File: config.mk
export PLATFORM = sky130hd
export DESIGN_NAME = dff_share_arb
export DESIGN_NICKNAME = d
export VERILOG_FILES = /design/src/rtl/dff_arb_pkg.sv /design/src/rtl/dff_share_arb_rr_pick.sv /design/src/rtl/dff_share_arb.sv
export SDC_FILE = /design/constraint.sdc
export NUM_CORES = 1
export LEC_CHECK = 0
export CORE_MARGIN = 2
export CORE_UTILIZATION = 47
export CTS_CLUSTER_DIAMETER = 30
export DETAILED_ROUTE_END_ITERATION = 10
export GPL_TIMING_DRIVEN = 0
export PLACE_DENSITY = 0.92
export SYNTH_ARGS = -nofsm -noshare
export SYNTH_HDL_FRONTEND = slang
export SYNTH_SLANG_ARGS = --single-unit
File: constraint.sdc
create_clock -name clk -period 7.45 [get_ports clk]
set_input_delay 1.1175 -clock clk [delete_from_list [all_inputs] [get_ports clk]]
set_output_delay 1.1175 -clock clk [all_outputs]
set_load 0.01 [all_outputs]
File: src/rtl/dff_arb_pkg.sv
// Shared definitions for the dff_share_arb register arbiter.
package dff_arb_pkg;
   localparam int STATE_W = 2;

   typedef enum logic [STATE_W-1:0] {
      IDLE  = 2'd0,
      GRANT = 2'd1,
      WRITE = 2'd2
   } state_t;
endpackage

File: src/rtl/dff_share_arb_rr_pick.sv
// rr_pick: combinational round-robin picker; searches ptr+1, ptr+2, ... modulo N.
module rr_pick #(
   parameter int N  = 4,
   parameter int IW = 2
) (
   input  logic [N-1:0]  req,
   input  logic [IW-1:0] ptr,
   output logic [N-1:0]  pick,
   output logic [IW-1:0] idx
);
   localparam int unsigned NU = N;

   always_comb begin
      logic        found;
      int unsigned j;
      logic [IW-1:0] jj;
      pick  = '0;
      idx   = '0;
      found = 1'b0;
      for (int unsigned k = 1; k <= NU; k++) begin
         j  = (32'(ptr) + k) % NU;
         jj = IW'(j);
         if (!found && req[jj]) begin
            found    = 1'b1;
            pick[jj] = 1'b1;
            idx      = jj;
         end
      end
   end
endmodule

File: src/rtl/dff_share_arb.sv
// dff_share_arb: round-robin write sequencer for one shared W-bit register.
// Optional hold-grant feature guarded by DFF_ARB_LOCK_EN.
module dff_share_arb
   import dff_arb_pkg::*;
#(
   parameter int N = 4,
   parameter int W = 8
) (
   input  logic                 clk,
   input  logic                 res,
   input  logic [N-1:0]         req,
   input  logic [N*W-1:0]       wdata,
`ifdef DFF_ARB_LOCK_EN
   input  logic [N-1:0]         lock,
`endif
   output logic [N-1:0]         gnt,
   output logic [N-1:0]         ack,
   output logic [W-1:0]         q,
   output logic [$clog2(N)-1:0] owner,
   output logic                 busy
);
   localparam int IW = $clog2(N);

   state_t        state, state_n;
   logic [IW-1:0] ptr, gidx, pick_idx;
   logic [N-1:0]  pick;
   logic          do_grant, do_write, do_clr, hold;

   rr_pick #(.N(N), .IW(IW)) u_pick (
      .req  (req),
      .ptr  (ptr),
      .pick (pick),
      .idx  (pick_idx)
   );

`ifdef DFF_ARB_LOCK_EN
   assign hold = lock[gidx];
`else
   assign hold = 1'b0;
`endif

   assign busy = (state != IDLE);

   always_comb begin
      state_n  = state;
      do_grant = 1'b0;
      do_write = 1'b0;
      do_clr   = 1'b0;
      case (state)
         IDLE: begin
            if (|req) begin
               state_n  = GRANT;
               do_grant = 1'b1;
            end
         end
         GRANT: begin
            if (req[gidx]) begin
               state_n  = WRITE;
               do_write = 1'b1;
            end else begin
               state_n = IDLE;
               do_clr  = 1'b1;
            end
         end
         WRITE: begin
            // a held lock re-enters GRANT with the same grant, skipping arbitration
            if (hold) begin
               state_n = GRANT;
            end else begin
               state_n = IDLE;
               do_clr  = 1'b1;
            end
         end
         default: begin
            state_n = IDLE;
            do_clr  = 1'b1;
         end
      endcase
   end

   always_ff @(posedge clk or negedge res) begin
      if (!res) begin
         state <= IDLE;
         gnt   <= '0;
         ack   <= '0;
         q     <= '0;
         owner <= '0;
         gidx  <= '0;
         ptr   <= IW'(N - 1);
      end else begin
         state <= state_n;
         ack   <= '0;
         if (do_grant) begin
            gnt  <= pick;
            gidx <= pick_idx;
         end
         if (do_clr) gnt <= '0;
         if (do_write) begin
            ack   <= gnt;
            q     <= wdata[32'(gidx) * W +: W];
            owner <= gidx;
            ptr   <= gidx;
         end
      end
   end
endmodule
==> results of run 1 <==
through the flow:
stage          area [µm²]  util, %  hold slack [ns]  power, mW  setup slack (ns)
2_1_floorplan        1513        -           0.5181     0.5531             4.824
3_3_place_gp         2118    69.39           0.4645     0.7052             4.350
3_5_place_dp         2118    69.39           0.4734     0.7353             4.290
4_1_cts              2171    71.11           0.5117     0.8341             4.640
5_1_grt              2171    71.11           0.5389     0.8810             4.498
6_report             2171    71.11           0.5082     0.8357             4.622
worst max-delay path, stage by stage:
cell and delay (ns):
clkdlybuf4s50_1 0.53, mux4_1 0.67, nor4_2 0.57, nand2_1 0.12, nand3_1 0.10
worst paths after layout:
check / cells after the start / slack (ns) / start / to
min in group asynchronous: 1 / 1.33 / res / q[0]
worst max-delay path: 5 / 4.62 / req[3] / gnt[0]
worst max register to register: 8 / 4.79 / ptr[0] / gnt[0]
max in group asynchronous: 1 / 5.50 / res / gidx[1]
worst min-delay path: 1 / 0.51 / owner[1] / owner[1]
worst min register to register: 1 / 0.51 / owner[1] / owner[1]
synth_stat cells (2+ instances only):
master,number
inv_1,7
mux4_1,2
clkbuf_1,2
ha_1,8
dfstp_2,2
nor4_2,2
mux2i_1,2
nand3_1,4
a22oi_1,4
a32oi_1,5
nand2_1,7
or2_2,2
a221oi_1,2
and2_1,4
nor2_1,3
dfrtp_1,22
o21ai_0,4
a21o_1,4
mux2_2,8
mux4_2,10
routing by layer:
metal	GRT usage, %	vias up	wire length (µm)	share of wire, %
met5	0	-	0	0
met4	7.453	0	73	1.8
met3	3.412	9	295	7.1
met2	45.78	77	2220	53
met1	27.50	657	1567	38
li1	-	579	-	-
flip-flops by register name (all words and copies together) (netlist names):
register and count:
ack 4, gidx 2, gnt 4, owner 2, ptr 2, q 8
state 2
power groups by stage:
stage	clock [mW]	sequential [mW]	combinational, mW
4_1_cts	0.0947	0.232	0.507
3_3_place_gp	0	0.228	0.477
2_1_floorplan	0	0.241	0.312
5_1_grt	0.0991	0.240	0.542
3_5_place_dp	0	0.233	0.502
6_report	0.0957	0.233	0.507
final cells by class:
class	instances	area (µm²)	area share (%)
Clock buffer	3	22.52	1.037
Multi-Input combinational cell	83	855.8	39.42
Tap cell	44	55.05	2.536
Clock inverter	1	30.03	1.383
Sequential cell	24	603.1	27.78
Inverter	7	26.28	1.210
Buffer	5	27.53	1.268
Timing Repair Buffer	55	550.5	25.36
logic make-up (layout without fill, tap and decap cells):
group	Yosys count	after routing	synth area share [%]
simple gates	30	30	11.99
flops	24	24	39.87
compound gates	23	23	12.32
mux	22	22	25.64
buf+inv	12	71	3.557
fa+ha+maj	8	8	6.617
==> impl_metrics.toml, run 1 <==
[die]
dieArea_um2 = 3688
rows = 20
die_w_um = 60.73
core-area_um2 = 3053
die_h_um = 60.73
start_util_pct = 49.55
ioPinCount = 57

[logic_synthesis]
synth_cells = 119
synth-edff-count = 0
yosysTopAreaCellShare_pct = 36.39
synth_nets = 165
ys.warnings.count = 0
ys_seq_elements = 24
yosys.area.top_type = "dfrtp_1"
synthTopCellsByArea = "dfrtp_1, mux4_2, ha_1"
synth_ff_type = "dfrtp_1"
ys_types = 35
syn_avg_cell_area_um2 = 12.71
yosysSeqAreaShare_pct = 39.87
syn_area_um2 = 1513
ys_async_sr_fraction_pct = 100.0

[timing]
fin_crit_sh_pct = 37.96
fin_tns_setup_ns = 0
fmax_ghz = 0.3536
rsz0062_at_grt = "no"
finClkSkew_ns = 0.004196
finalMaxSlewViolations = 0
worst_slew_pin_slew_ns = 1.028
relSlewSlack_pct = 31.26
period_needed_ns = 2.828
setup_violations = 0
hold_violations = 0

[clock_tree]
cts_sinks = 24
clk_latency_ns = 0.33
ctsHoldBuffers = 0
postCtsSetupBuffers = 0
root_buffer = "clkbuf_4"
cts_tree = "built"
numCtsBuffers = 3
cts_resized = 0
path_clk_slew_ns = 0.13
cts_max_path_buffers = 2
htreeDepth = 1

[placement]
detailed_place_hpwl_um = 3148
dpl.cell_count = 218
port_buffers = 55
gp_congestion = 0.8289

[setup_path]
crit_type = "input port to flip-flop"
crit_path_end_kind = "flip-flop"
critPathMaxFanout = 8
start_kind = "input port"
crit_arrival_ns = 3.10
cp.required_ns = 7.72

[finish]
final_cell_mix = "clkdlybuf4s50_1, dfrtp_1, mux4_2"
stdcell_count = 222
fin_nets = 225
layout-drive-gt1-share_pct = 19.10
syn2layout_area_growth_pct = 43.51
layout.cells.most_common = "clkdlybuf4s50_1"
fill_cells = 196
diodes = 0

[drt]
drc = 0
dr.pass1.iters = 4
via_per_inst = 5.955
wl_um = 4157
postRouteAntennaNets = 0
dr.first_iter.drc_count = 87
drt-wirelength-per-cell_um = 18.73
vias = 1322

[global_route]
grt_max_degree = 25
grt_antenna_before_repair = 0
grtUsageTotal_pct = 24.01
grt_pass1_vias = 1298
grt_pass1_wl_um = 6444
grt-ovfl-total = 0

[pwr]
intPower_uw = 507.3
vdd_drop_max_mv = 0.1796
clkPwrFrac_pct = 11.4
p_sw_uw = 328.4
switching_share_pct = 39.30
seq_power_share_pct = 27.9
powerDensity_nw_per_um2 = 385.0
share_comb_of_total_power_pct = 60.6
leakagePower_nw = 0.9076

[hold_path]
hp-class = "flip-flop to flip-flop"

[run]
maxCapViolCount = 0

[run_status]
outcome = "finished, final reports clean"
No activity file was read; power rests on OpenSTA's default activity.
==> run 2: changes to the inputs <==
--- a/config.mk
+++ b/config.mk
@@ -6,11 +6,11 @@
 export NUM_CORES = 1
 export LEC_CHECK = 0
 export CORE_MARGIN = 2
-export CORE_UTILIZATION = 47
+export CORE_UTILIZATION = 44
 export CTS_CLUSTER_DIAMETER = 30
 export DETAILED_ROUTE_END_ITERATION = 10
 export GPL_TIMING_DRIVEN = 0
-export PLACE_DENSITY = 0.92
+export PLACE_DENSITY = 0.87
 export SYNTH_ARGS = -nofsm -noshare
 export SYNTH_HDL_FRONTEND = slang
 export SYNTH_SLANG_ARGS = --single-unit
==> constraint.sdc (replaced) <==
create_clock -name clk -period 2.75 [get_ports clk]
set_input_delay 0.4125 -clock clk [delete_from_list [all_inputs] [get_ports clk]]
set_output_delay 0.4125 -clock clk [all_outputs]
set_load 0.01 [all_outputs]
==> run 2 against run 1 <==
  * Routed wire length down 8.2%
  * First-iteration DRC count down 29%
  * Clock skew up 0.0040 ns
  * Via count down 2.4%
  * Setup slack worse by 4.4 ns
  * Non-clock buffer count unchanged
  * Utilization down 5.1 points
  * Final cell count up 0.90%
  * Clock power rose to 2.6 times the previous value
  * Sequential power rose to 2.7 times the previous value
  * Sequential share of layout area down 0.19 points
  * Worst hold slack worse by 0.010 ns
  * Critical path type is now flip-flop to flip-flop
  * Largest power group unchanged
==> impl_metrics.toml, run 2 (synthesized netlist as in run 1, its figures left out) <==
[pwr]
leakagePower_nw = 0.9082
powerDensity_nw_per_um2 = 1033
vdd_drop_max_mv = 0.6387

[global_route]
grt_pass1_vias = 1312
grt_antenna_before_repair = 0
grtUsageTotal_pct = 20.59
grt_pass1_wl_um = 6430
grt-ovfl-total = 0
grt_max_degree = 25

[finish]
layout-drive-gt1-share_pct = 19.66
regMostFlops = "q"
diodes = 0
fin_nets = 225
final_cell_mix = "clkdlybuf4s50_1, dfrtp_1, mux4_2"
largest_reg_flops = 8
layout.cells.most_common = "clkdlybuf4s50_1"
top_regs = "q: 8 flops, ack: 4 flops, gnt: 4 flops"
stdcell_count = 224
syn2layout_area_growth_pct = 44.50

[setup_path]
path_cells = "buf_6 -> inv_1 -> ha_4 -> mux4_2 -> nand2b_4 -> a221o_1 -> a221oi_2 -> a21o_1"
critPathMaxFanout = 9
max_stage_delay_ns = 0.62
crit_arrival_ns = 2.83
reg2regPathDepth = 8
cp_slowest_cell = "dfstp_2"
crit_path_end_kind = "flip-flop"
crit_type = "flip-flop to flip-flop"
rr_endpoint = "gidx[0]"
cp.required_ns = 3.01
reg2reg_from = "ptr[0]"
start_kind = "flip-flop"
rrSetupSlack_ns = 0.19

[hold_path]
hp-class = "flip-flop to flip-flop"
hold_start = "owner[1]"
hold_path_depth = 1
min_to = "owner[1]"

[die]
start_util_pct = 45.69
core-area_um2 = 3311
rows = 21
die_h_um = 62.64
die_w_um = 62.64
ioPinCount = 57
dieArea_um2 = 3923

[placement]
port_buffers = 55
gp_congestion = 0.9274
dpl.cell_count = 220
detailed_place_hpwl_um = 2920
pre_cts_slack_ns = 0.1306

[drt]
postRouteAntennaNets = 0
dr.pass1.iters = 4
drt-wirelength-per-cell_um = 17.03
drc = 0
dr.first_iter.drc_count = 62
wl_um = 3815
vias = 1290
via_per_inst = 5.759

[timing]
fin_ws_ns = 0.1874
finalMaxSlewViolations = 0
worst_slew_pin_slew_ns = 1.044
setup_violations = 0
rsz0062_at_grt = "no"
fmax_ghz = 0.3902
relSlewSlack_pct = 30.17
fin_crit_sh_pct = 93.19
finClkSkew_ns = 0.008243
hold_violations = 0
period_needed_ns = 2.563
fin_tns_setup_ns = 0

[clock_tree]
htreeDepth = 1
cts_sinks = 24
root_buffer = "clkbuf_4"
numCtsBuffers = 3
cts_max_path_buffers = 2
clk_latency_ns = 0.32
ctsHoldBuffers = 0
path_clk_slew_ns = 0.13
postCtsSetupBuffers = 0
cts_resized = 0
cts_tree = "built"

[run]
maxCapViolCount = 0

[run_status]
outcome = "finished, final reports clean"
-- run 2: cell types whose count changed in the layout (fill, tap and decap cells not counted) --
| cell | change |
|---|---|
| ha_4 | +1 |
| ha_1 | -1 |
-- run 2: report_power, final --
part           switching (mW)  internal [mW]
registers               0.111          0.513
clock network           0.106          0.148
logic                   0.648          0.733
-- run 2: area by class of cell --
cell class / count / area, µm²
Multi-Input combinational cell: 83 / 868.3
Sequential cell: 24 / 603.1
Clock buffer: 3 / 22.52
Inverter: 7 / 26.28
Tap cell: 46 / 57.56
Timing Repair Buffer: 55 / 550.5
Fill cell: 253 / 1125
Clock inverter: 1 / 30.03
Buffer: 5 / 27.53
-- run 2: routing by layer --
metal  share of wire, %  GRT usage [%]
met1                 43          27.57
met5                  0              0
met3                9.0          4.144
met2                 46          34.14
met4                1.4          5.833
-- run 2: worst max-delay path by stage --
stage | to | slack (ns) | start | cells after the start
3_3_place_gp | gidx[0] | 0.19 | ptr[0] | 8
4_1_cts | gidx[0] | 0.08 | ptr[0] | 8
6_report | gidx[0] | 0.19 | ptr[0] | 8
3_5_place_dp | gidx[0] | 0.13 | ptr[0] | 8
2_1_floorplan | gidx[0] | 0.36 | ptr[0] | 8
5_1_grt | gidx[0] | 0.07 | ptr[0] | 8
-- run 2: metrics by stage --
stage / instance area, µm² / total power, mW / util [%] / hold WS, ns
2_1_floorplan: 1513 / 1.498 / - / 0.1169
3_3_place_gp: 2121 / 1.912 / 64.06 / 0.4710
3_5_place_dp: 2121 / 1.975 / 64.06 / 0.4782
4_1_cts: 2173 / 2.235 / 65.65 / 0.5066
5_1_grt: 2186 / 2.403 / 66.02 / 0.5298
6_report: 2186 / 2.257 / 66.02 / 0.4979
-- run 2: worst max-delay path: cells and delay by family (launching register included) --
| kind | cells | cell delay, ns |
|---|---|---|
| AND/OR/NAND/NOR | 1 | 0.17 |
| flip-flops | 1 | 0.62 |
| adder cells (fa/ha/maj) | 1 | 0.35 |
| AO/OA/AOI/OAI | 3 | 0.72 |
| multiplexers | 1 | 0.33 |
| buffers and inverters | 2 | 0.31 |
